**src/rtl/sha256_pkg.sv**
```systemverilog
// Shared constants and the state type for the sha256 digest checker.
package sha256_pkg;

  localparam int WORD_W    = 10;
  localparam int NWORDS    = 26;
  localparam int DIGEST_W  = 256;
  localparam int STREAM_W  = NWORDS * WORD_W;
  localparam int PAD_W     = STREAM_W - DIGEST_W;
  localparam int CNT_IDX_W = $clog2(NWORDS + 1);

  typedef enum logic [1:0] {
    IDLE    = 2'd0,
    COLLECT = 2'd1,
    COMPARE = 2'd2,
    HOLD    = 2'd3
  } chk_state_t;

endpackage

```
**src/rtl/sha256_digest_check_if.sv**
```systemverilog
// Arm, serial-word and result handshake bundle between the hash core,
// the mining controller and the digest checker.
interface sha256_digest_check_if #(
  parameter int WORD_W   = sha256_pkg::WORD_W,
  parameter int DIGEST_W = sha256_pkg::DIGEST_W,
  parameter int CNT_W    = 16
);

  logic                start;
  logic [DIGEST_W-1:0] target;
  logic                valid_in;
  logic [WORD_W-1:0]   hash_in;
  logic                result_ready;
  logic                result_valid;
  logic [DIGEST_W-1:0] digest;
  logic                hit;
  logic                pad_err;
  logic                busy;
  logic [CNT_W-1:0]    hit_count;

  modport master (
    output start, target, valid_in, hash_in, result_ready,
    input  result_valid, digest, hit, pad_err, busy, hit_count
  );

  modport slave (
    input  start, target, valid_in, hash_in, result_ready,
    output result_valid, digest, hit, pad_err, busy, hit_count
  );

endinterface

```
**src/rtl/sha256_word_deser.sv**
```systemverilog
// MSB-first deserializer: shifts accepted words into a stream buffer and
// counts them; the caller decides which beats are accepted.
module sha256_word_deser #(
  parameter int WORD_W = sha256_pkg::WORD_W,
  parameter int NWORDS = sha256_pkg::NWORDS
) (
  input  logic                              clk,
  input  logic                              rst_n,
  input  logic                              i_clear,
  input  logic                              i_valid,
  input  logic [WORD_W-1:0]                 i_word,
  output logic [NWORDS*WORD_W-1:0]          o_stream,
  output logic [$clog2(NWORDS+1)-1:0]       o_count,
  output logic                              o_full
);

  localparam int L_STREAM_W = NWORDS * WORD_W;
  localparam int L_IDX_W    = $clog2(NWORDS + 1);

  logic [L_STREAM_W-1:0] r_stream;
  logic [L_IDX_W-1:0]    r_count;

  // NOTE: reset is sampled on the clock edge, so it lives inside the
  // clocked branch rather than in the sensitivity list.
  always_ff @(posedge clk) begin
    if (!rst_n) begin
      r_stream <= '0;
      r_count  <= '0;
    end else if (i_clear) begin
      r_stream <= '0;
      r_count  <= '0;
    end else if (i_valid) begin
      // NOTE: non-blocking assignments so every register samples the
      // pre-edge value of its neighbours.
      r_stream <= {r_stream[L_STREAM_W-WORD_W-1:0], i_word};
      r_count  <= r_count + 1'b1;
    end
  end

  assign o_stream = r_stream;
  assign o_count  = r_count;
  assign o_full   = (r_count == L_IDX_W'(NWORDS));

endmodule

```
**src/rtl/sha256_digest_check.sv**
```systemverilog
// Assembles the serial digest, compares it against the armed target and
// offers the result through a valid/ready handshake with a hit counter.
module sha256_digest_check #(
  parameter int WORD_W   = sha256_pkg::WORD_W,
  parameter int NWORDS   = sha256_pkg::NWORDS,
  parameter int DIGEST_W = sha256_pkg::DIGEST_W,
  parameter int CNT_W    = 16
) (
  input  logic                  clk,
  input  logic                  rst_n,
  sha256_digest_check_if.slave  bus
);

  import sha256_pkg::*;

  localparam int L_STREAM_W = NWORDS * WORD_W;
  localparam int L_PAD_W    = L_STREAM_W - DIGEST_W;
  localparam int L_IDX_W    = $clog2(NWORDS + 1);

  chk_state_t            r_state;
  chk_state_t            w_state_nxt;
  logic                  w_accept;
  logic                  w_full;
  logic [L_STREAM_W-1:0] w_stream;
  logic [L_IDX_W-1:0]    w_count;
  logic [DIGEST_W-1:0]   w_stream_digest;
  logic                  w_stream_pad_err;
  logic                  w_hit;

  logic [DIGEST_W-1:0]   r_target;
  logic [DIGEST_W-1:0]   r_digest;
  logic                  r_hit;
  logic                  r_pad_err;
  logic [CNT_W-1:0]      r_hit_count;

  sha256_word_deser #(
    .WORD_W (WORD_W),
    .NWORDS (NWORDS)
  ) u_deser (
    .clk      (clk),
    .rst_n    (rst_n),
    .i_clear  (bus.start),
    .i_valid  (w_accept),
    .i_word   (bus.hash_in),
    .o_stream (w_stream),
    .o_count  (w_count),
    .o_full   (w_full)
  );

  assign w_stream_digest  = w_stream[L_STREAM_W-1 -: DIGEST_W];
  assign w_stream_pad_err = |w_stream[L_PAD_W-1:0];
  assign w_hit            = (w_stream_digest < r_target);

  // NOTE: every output of this block gets a default first, so no path
  // leaves a signal unassigned and no latch is inferred.
  always_comb begin
    w_state_nxt = r_state;
    w_accept    = 1'b0;
    if (bus.start) begin
      // Re-arm wins over everything, and the coincident word is dropped.
      w_state_nxt = COLLECT;
    end else begin
      case (r_state)
        IDLE: ;
        COLLECT: begin
          if (bus.valid_in && !w_full) begin
            w_accept = 1'b1;
            if (w_count == L_IDX_W'(NWORDS - 1)) w_state_nxt = COMPARE;
          end
        end
        COMPARE: w_state_nxt = HOLD;
        HOLD:    if (bus.result_ready) w_state_nxt = IDLE;
        default: w_state_nxt = IDLE;
      endcase
    end
  end

  always_ff @(posedge clk) begin
    if (!rst_n) r_state <= IDLE;
    else        r_state <= w_state_nxt;
  end

  always_ff @(posedge clk) begin
    if (!rst_n) begin
      r_target    <= '0;
      r_digest    <= '0;
      r_hit       <= 1'b0;
      r_pad_err   <= 1'b0;
      r_hit_count <= '0;
    end else begin
      if (bus.start) r_target <= bus.target;
      if (r_state == COMPARE && !bus.start) begin
        r_digest  <= w_stream_digest;
        r_hit     <= w_hit;
        r_pad_err <= w_stream_pad_err;
        if (w_hit && r_hit_count != '1) r_hit_count <= r_hit_count + 1'b1;
      end
    end
  end

  assign bus.result_valid = (r_state == HOLD);
  assign bus.busy         = (r_state != IDLE);
  assign bus.digest       = r_digest;
  assign bus.hit          = r_hit;
  assign bus.pad_err      = r_pad_err;
  assign bus.hit_count    = r_hit_count;

endmodule

```
**src/flat_wrapper.sv**
```systemverilog
// flat-port wrapper written by rule: the top's interface ports become plain ports
module sha256_digest_check_flat import sha256_pkg::*;
#(
  parameter int WORD_W   = sha256_pkg::WORD_W,
  parameter int NWORDS   = sha256_pkg::NWORDS,
  parameter int DIGEST_W = sha256_pkg::DIGEST_W,
  parameter int CNT_W    = 16
)
  (clk, rst_n, bus_start, bus_target, bus_valid_in, bus_hash_in, bus_result_ready, bus_result_valid, bus_digest, bus_hit, bus_pad_err, bus_busy, bus_hit_count);
  sha256_digest_check_if #(.WORD_W(WORD_W), .DIGEST_W(DIGEST_W), .CNT_W(CNT_W)) bus_i ();
  input  logic clk;
  input  logic rst_n;
  input wire logic [$bits(bus_i.start)-1:0] bus_start;
  input wire logic [$bits(bus_i.target)-1:0] bus_target;
  input wire logic [$bits(bus_i.valid_in)-1:0] bus_valid_in;
  input wire logic [$bits(bus_i.hash_in)-1:0] bus_hash_in;
  input wire logic [$bits(bus_i.result_ready)-1:0] bus_result_ready;
  output wire logic [$bits(bus_i.result_valid)-1:0] bus_result_valid;
  output wire logic [$bits(bus_i.digest)-1:0] bus_digest;
  output wire logic [$bits(bus_i.hit)-1:0] bus_hit;
  output wire logic [$bits(bus_i.pad_err)-1:0] bus_pad_err;
  output wire logic [$bits(bus_i.busy)-1:0] bus_busy;
  output wire logic [$bits(bus_i.hit_count)-1:0] bus_hit_count;
  assign bus_i.start = bus_start;
  assign bus_i.target = bus_target;
  assign bus_i.valid_in = bus_valid_in;
  assign bus_i.hash_in = bus_hash_in;
  assign bus_i.result_ready = bus_result_ready;
  assign bus_result_valid = bus_i.result_valid;
  assign bus_digest = bus_i.digest;
  assign bus_hit = bus_i.hit;
  assign bus_pad_err = bus_i.pad_err;
  assign bus_busy = bus_i.busy;
  assign bus_hit_count = bus_i.hit_count;
  sha256_digest_check #(.WORD_W(WORD_W), .NWORDS(NWORDS), .DIGEST_W(DIGEST_W), .CNT_W(CNT_W)) u_core (.clk(clk), .rst_n(rst_n), .bus(bus_i));
endmodule
```
**config.mk**
```make
export PLATFORM = sky130hd
export DESIGN_NAME = sha256_digest_check_flat
export DESIGN_NICKNAME = d
export VERILOG_FILES = /design/src/rtl/sha256_pkg.sv /design/src/rtl/sha256_digest_check_if.sv /design/src/rtl/sha256_word_deser.sv /design/src/rtl/sha256_digest_check.sv /design/src/flat_wrapper.sv
export SDC_FILE = /design/constraint.sdc
export NUM_CORES = 2
export LEC_CHECK = 0
export ABC_AREA = 1
export CAP_MARGIN = 20
export CORE_UTILIZATION = 29
export CTS_CLUSTER_DIAMETER = 30
export DETAILED_ROUTE_END_ITERATION = 7
export GPL_TIMING_DRIVEN = 0
export PLACE_DENSITY = 0.51
export REMOVE_ABC_BUFFERS = 1
export SETUP_SLACK_MARGIN = 0.3
export SLEW_MARGIN = 10
export SYNTH_ARGS = -nofsm -noshare
export SYNTH_HDL_FRONTEND = slang
export SYNTH_SLANG_ARGS = --single-unit
```
**constraint.sdc**
```tcl
create_clock -name clk -period 1.9 [get_ports clk]
set_input_delay 0.475 -clock clk [delete_from_list [all_inputs] [get_ports clk]]
set_output_delay 0.475 -clock clk [all_outputs]
set_load 0.01 [all_outputs]
```
# Word-level counts from Yosys, hierarchy flattened
# Cells that the tools add are included.
[word_totals]
regBits = 797
inputBits = 271
out_inout_bits = 276
[classes]
n_addsub = 2
order_cmp = 1
eq_ne = 12
muxes = 8
n_bitwise = 1
n_reduce_logical = 13
[ops]
columns = ["op", "count"]
rows = [
  ["256-bit < comparator", 1],
  ["16-bit by 1-bit adder with 16-bit output, second input constant", 1],
  ["16-bit inequality test, second input constant", 1],
  ["5-bit equality test, second input constant", 2],
  ["4-bit AND reduction", 2],
  ["2-bit two-way mux", 3],
  ["3-bit by 2-bit inequality test with 1-bit output, second input constant", 2],
  ["2-bit case mux with 3 select lines", 1],
  ["5-bit by 1-bit adder with 5-bit output, second input constant", 1],
  ["2-bit equality test, second input constant", 2],
  ["1-bit two-way mux", 4],
  ["2-bit by 1-bit inequality test with 1-bit output, second input constant", 2],
  ["4-bit nonzero test", 1],
  ["4-bit OR reduction", 1],
  ["1-bit logical AND", 3],
  ["3-bit inequality test, second input constant", 1],
  ["3-bit nonzero test", 1],
  ["2-bit by 1-bit equality test with 1-bit output, second input constant", 1],
  ["1-bit logical NOT", 2],
  ["2-bit inequality test, second input constant", 1],
  ["2-bit AND reduction", 1],
  ["2-bit nonzero test", 1],
  ["2-bit OR reduction", 1],
  ["1-bit NOT", 1],
]

# Longest topological paths before layout
[logic_depth]
ltp_word = 6
mapped_depth = 22
ltp_nobuf = 21

# Hierarchy
# Synthesis repeated with hierarchy kept, for this count alone.
[hier_totals]
hier_cells = 4375
area_unflattened_um2 = 34643.2
[by_module_without_submodules]
columns = ["mod", "instances", "cells_each", "area_each_um2"]
rows = [
  ["sha256_digest_check", 1, 3213, 24546.0],
  ["sha256_word_deser", 1, 1162, 10097.2],
]

# Worst setup path before layout
# OpenSTA, ideal clock, no wires.
[synth_path]
path_kind = "reg2reg"
start = "reg u_core.r_target[189]"
end = "reg u_core.r_hit_count[0], in the netlist u_core.bus.hit_count[0]"
arrival_time_ps = 1923
t_required_ps = 1787
setup_slack_ps = -136
path_stages_with_launch = 15
path_buffers = 1
period_less_slack_ps = 2036
path_cell_list = "dfxtp_1 -> inv_1 -> ha_1 -> nand2_1 -> nor2_1 -> nand4_1 -> nor3_1 -> nand4_1 -> nor4_1 -> nand2_1 -> nand3_1 -> buf_4 -> nand2_1 -> nand2_1 -> nor2_1"
[synth_via]
elab_chain_cells = 3
[synth_lines]
columns = ["element", "line_no", "rtl"]
rows = [
  ["start: declaration", "sha256_digest_check.sv:30", "logic [DIGEST_W-1:0] r_target;"],
  ["start signal: assignment", "sha256_digest_check.sv:91", "if (bus.start) r_target <= bus.target;"],
  ["256-bit < comparator", "sha256_digest_check.sv:52", "assign w_hit = (w_stream_digest < r_target);"],
  ["1-bit logical AND", "sha256_digest_check.sv:96", "if (w_hit && r_hit_count != '1) r_hit_count <= r_hit_count + 1'b1;"],
  ["2-bit AND reduction (no source line)", "--", ""],
  ["end signal: assignment", "sha256_digest_check.sv:96", ""],
  ["end: declaration", "sha256_digest_check.sv:34", "logic [CNT_W-1:0] r_hit_count;"],
]
# No other way between the ends.
# A chain may end at the register's enable or synchronous reset.

# Final worst setup path
[layout_path]
start = "reg u_core.r_target[131]"
end = "reg u_core.r_hit_count[13], in the netlist u_core.bus.hit_count[13]"
# The elaborated chain is that of the path after synthesis.

==> results list <==
- Result of the run: complete, but fails checks
* Failing checks: setup timing
- Post-route minimum period: around 2.5 ns
* Hold Violations, Final: 0
- Most frequent standard cell in the layout excluding fill and tap cells: o21ai_0
- Count of input and output buffers: between 500 and 600
* Post-detailed-route DRC marker count: 0
- Clock transition at the register clock pins on the worst setup and hold paths after CTS: about 0.04 ns
* Startpoint kind of the worst setup timing path: flip-flop
- The tool flagged a number of max-cap violations equal to 0.
- The design draws between 60 and 70 mW.
- Summed over all layers, the global routing overflow is 0.
- Cell count of the worst reg-to-reg path: 18
- Number of flops mapped to enable cells by yosys: 0
* Die boundary height: 341 microns
- Total number of cells along the worst setup path: 18
* Setup repair after global routing missed its margin: yes
- CTS saw about 800 sinks.
* Setup total negative slack: -112.61 ns
* Maximum number of pins on one net before global-route repair: 154
- Number of warnings printed during yosys synthesis: 0
- Power spread over the standard cell area amounts to roughly 1100 nW/um^2.
- CTS tree: done
- Before antenna repair, the detailed router went through 8 iterations.
- The initial antenna violation count came to 18.
* Fraction of post-synthesis cell area in the top cell type by area: a little under half
- Simple-gate portion of the synthesized area: under 10%
- The most used flip-flop cell after synthesis is dfxtp_1.
- Of the total synthesized cell area, the portion taken by full adders, half adders and majority gates is 9.92%.
- Largest family of logic cells by synthesized area: compound AO/OA/AOI/OAI gates
- For the worst setup path, the data arrival time is 3.17 ns.
* Combined area of all synthesized cells: roughly 33000 sq um
- End of the worst register-to-register path: u_core.bus.hit_count[13]
- Synthesis instantiated 33 different standard cells from the library.
- Total of hold buffers inserted after clock tree synthesis: 0
- For this configuration, the core starts out at a cell density of between 20% and 30%.
- In the routed layout, each cell is associated on average with a via count of about 5.0.
- The worst-case IR drop observed on VDD is 766 uV.
- WS Path Type: reg -> reg
* Crit path setup slack, layout: -0.550 ns
- The via count of the first global-routing pass is ~30000.
- Measured against the total synthesized area, the mux share comes to 0%.
* Endpoint class of the critical path: flip-flop
- The total area inside the core boundary comes to about 110000 sq um.
- Clk_lat worst skew: between 0.7 and 0.8 ns
- Synthesis produced a netlist whose cell count is roughly 4200.
- Final wirelength: 154 mm
- Vias after detailed routing: between 30000 and 40000
- Routability-driven placement finished with a final weighted congestion of about 0.83.
- Htree depth: 4
- Leading post-synthesis cells by cell area: dfxtp_1 (48%), o21ai_0 (13%), a21oi_1 (12%)
- The worst path uses 129% of the clock period.
- Top library cells by usage in the layout, fill and taps aside: o21ai_0 (645), a21oi_1 (560), inv_1 (495)
- Number of nets with antenna violations after routing: 0
- Compared with the post-synthesis result, the final layout area differs by 70.6%.
* Compound-Gate Fraction of Synth Area: 24.7%
- In this run the static leakage power is between 20 and 25 nW.
- After floorplanning, the core was divided into around 120 placement rows.
- At the pin with the least slew margin, the transition time is about 0.7 ns.
- Ratio of cells with drive above 1 in the final layout: about 37%
- No sink is reached through more buffers than the 3 on the longest clock path.
* Dominant cell type by area after synthesis: dfxtp_1
- Beginning of the critical path: u_core.r_target[131]
- Share of flip-flops with an asynchronous set or reset after synthesis: 0%
- All-Layer GR Usage: between 20 and 25%
- The final max-slew violation count was 0.
* Worst Setup EP: u_core.bus.hit_count[13]
* Type of the tightest min-delay check: in -> reg
- DR WL/cell: 23.1 microns
- Counting both buffers and inverters, the worst setup path holds a total of 2.
- For the final database, setup skew stands at between 0.02 and 0.03 ns.
- For this block, the initial DRC count from the detailed router was 2098.
- After Yosys synthesis, XOR and XNOR cells account for less than 1% of the synthesized area.
* R2R setup slack: -0.55 ns
* Worst stage delay on the critical path: approximately 0.32 ns
- For this run, the share of the core covered by cells in the final layout is 50.2%.
- roughly 550 I/O pins were placed.
- In this run the critical register-to-register path is launched from u_core.r_target[131].
* Slew margin rel.: a little over half
- Critical-path cell with the highest stage delay: ha_1
- List of cells traversed by the critical path: inv_1, ha_1, a21oi_2, o21ai_1, nand2_1, nand3_1, nand2_1, nand2_1, nand2_2, nand2_2, nand3b_1, nand2_2, nor2_4, buf_12, nand3_4, nand2_2, nand2_1, nor2_1
- Clk Tree Root Cell: clkbuf_16
* Maximum clock rate: 0.408 GHz
- The synthesized design contains between 700 and 800 register bits.
* Largest fanout on the critical path: 7
* Die Area: 116000 sq um
- Hpwl dp: between 80 and 90 mm
- The net count of the finished layout is about 5500.
* Data required time at the worst endpoint: between 2 and 3 ns
* First-pass GRT wire length: about 200 mm
- Broken down by cell family, the worst path's largest delay share belongs to simple AND/OR/NAND/NOR gates.
- Number of buffers inserted during clock tree synthesis: 204
* Total setup violations reported at the end of the flow: about 400
* Die Width: 341 microns
* Synth Area per Inst: about 8 sq um
- Register area share after synthesis: between 40% and 50%
[per-layer routing]
layer | share of wire, % | GRT usage [%] | up-vias
met5 | 0.041 | 0 | -
met4 | 3.4 | 8.24 | 10
met3 | 5.9 | 4.12 | 284
met2 | 47 | 36.2 | 1055
met1 | 44 | 30.1 | 16182
li1 | - | - | 15797
[cells in the mapped netlist (4+ instances only)]
master	number
a21oi_1	787
buf_2	22
clkbuf_1	234
dfxtp_1	797
ha_1	264
inv_1	528
nand2_1	214
nand3_1	46
nand4_1	34
nor2_1	338
nor3_1	18
nor4_1	6
o21ai_0	832
xor2_1	4
[registers in the layout, summed over array words and instances, names as in the netlist]
register and count:
u_core.u_deser.o_stream 260, u_core.bus.digest 256, u_core.bus.hit_count 16, u_core.bus.pad_err 1, u_core.bus.hit 1, u_core.u_deser.o_count 5, u_core.r_state 2, u_core.r_target 256
[cell families after synthesis]
group           after synthesis
compound gates             1636
xor+xnor                      5
fa+ha+maj                   264
buf+inv                     792
flops                       797
simple gates                667
[power breakdown]
group / internal (mW) / switching [mW] / leakage [nW]
Combinational: 2.89 / 3.52 / 13.1
Clock: 24.7 / 11.0 / 3.49
Sequential: 17.5 / 0.508 / 6.68
[worst min path at each step]
stage | startpoint | to | slack [ns] | cells past startpoint
floorplan | u_core.r_target[255] | u_core.r_target[255] | 0.43 | 2
global placement | u_core.r_target[100] | u_core.r_target[100] | 0.45 | 2
detailed placement | u_core.r_target[187] | u_core.r_target[187] | 0.45 | 2
CTS | rst_n | u_core.bus.digest[2] | 0.05 | 3
global route | rst_n | u_core.bus.digest[133] | 0.11 | 3
finish | rst_n | u_core.bus.digest[2] | 0.12 | 3
[stage by stage]
step           std cells  setup WS, ns  area, sq um  hold WS [ns]
3_5_place_dp        5994         -2.52        40800         0.453
2_1_floorplan       3900        -12.21        32300         0.433
3_3_place_gp        5946        -37.85        39600         0.447
6_report            6657        -0.550        56800         0.122
4_1_cts             6474        -0.680        50900        0.0530
5_1_grt             6654        -0.694        56800         0.112
[worst min-delay path: cells and delay by family]
kind / cells / cell delay, ns
AO/OA/AOI/OAI: 1 / 0.13
buffers and inverters: 1 / 0.20
AND/OR/NAND/NOR: 1 / 0.04
[cell type report]
| type | instances | area, sq um |
|---|---|---|
| timing repair buffer | 864 | 11300 |
| sequential | 797 | 16500 |
| antenna | 8 | 20.0 |
| inverter | 531 | 2070 |
| multi-input combinational | 2576 | 17600 |
| timing repair inverter | 13 | 220 |
| clock inverter | 94 | 1370 |
| fill | 10438 | 56300 |
| clock buffer | 274 | 5820 |
| tap | 1500 | 1880 |
[repair_timing]
| item | 4_1_cts | 5_1_grt |
|---|---|---|
| pin swaps | 39 | 99 |
| endpoints found under the setup margin | 1027 | 1006 |
| setup buffers | 73 | 108 |
| gates resized for setup | 339 | 2380 |
| cloned | 39 | 67 |
Note: power is estimated with default switching activity, not from simulation.
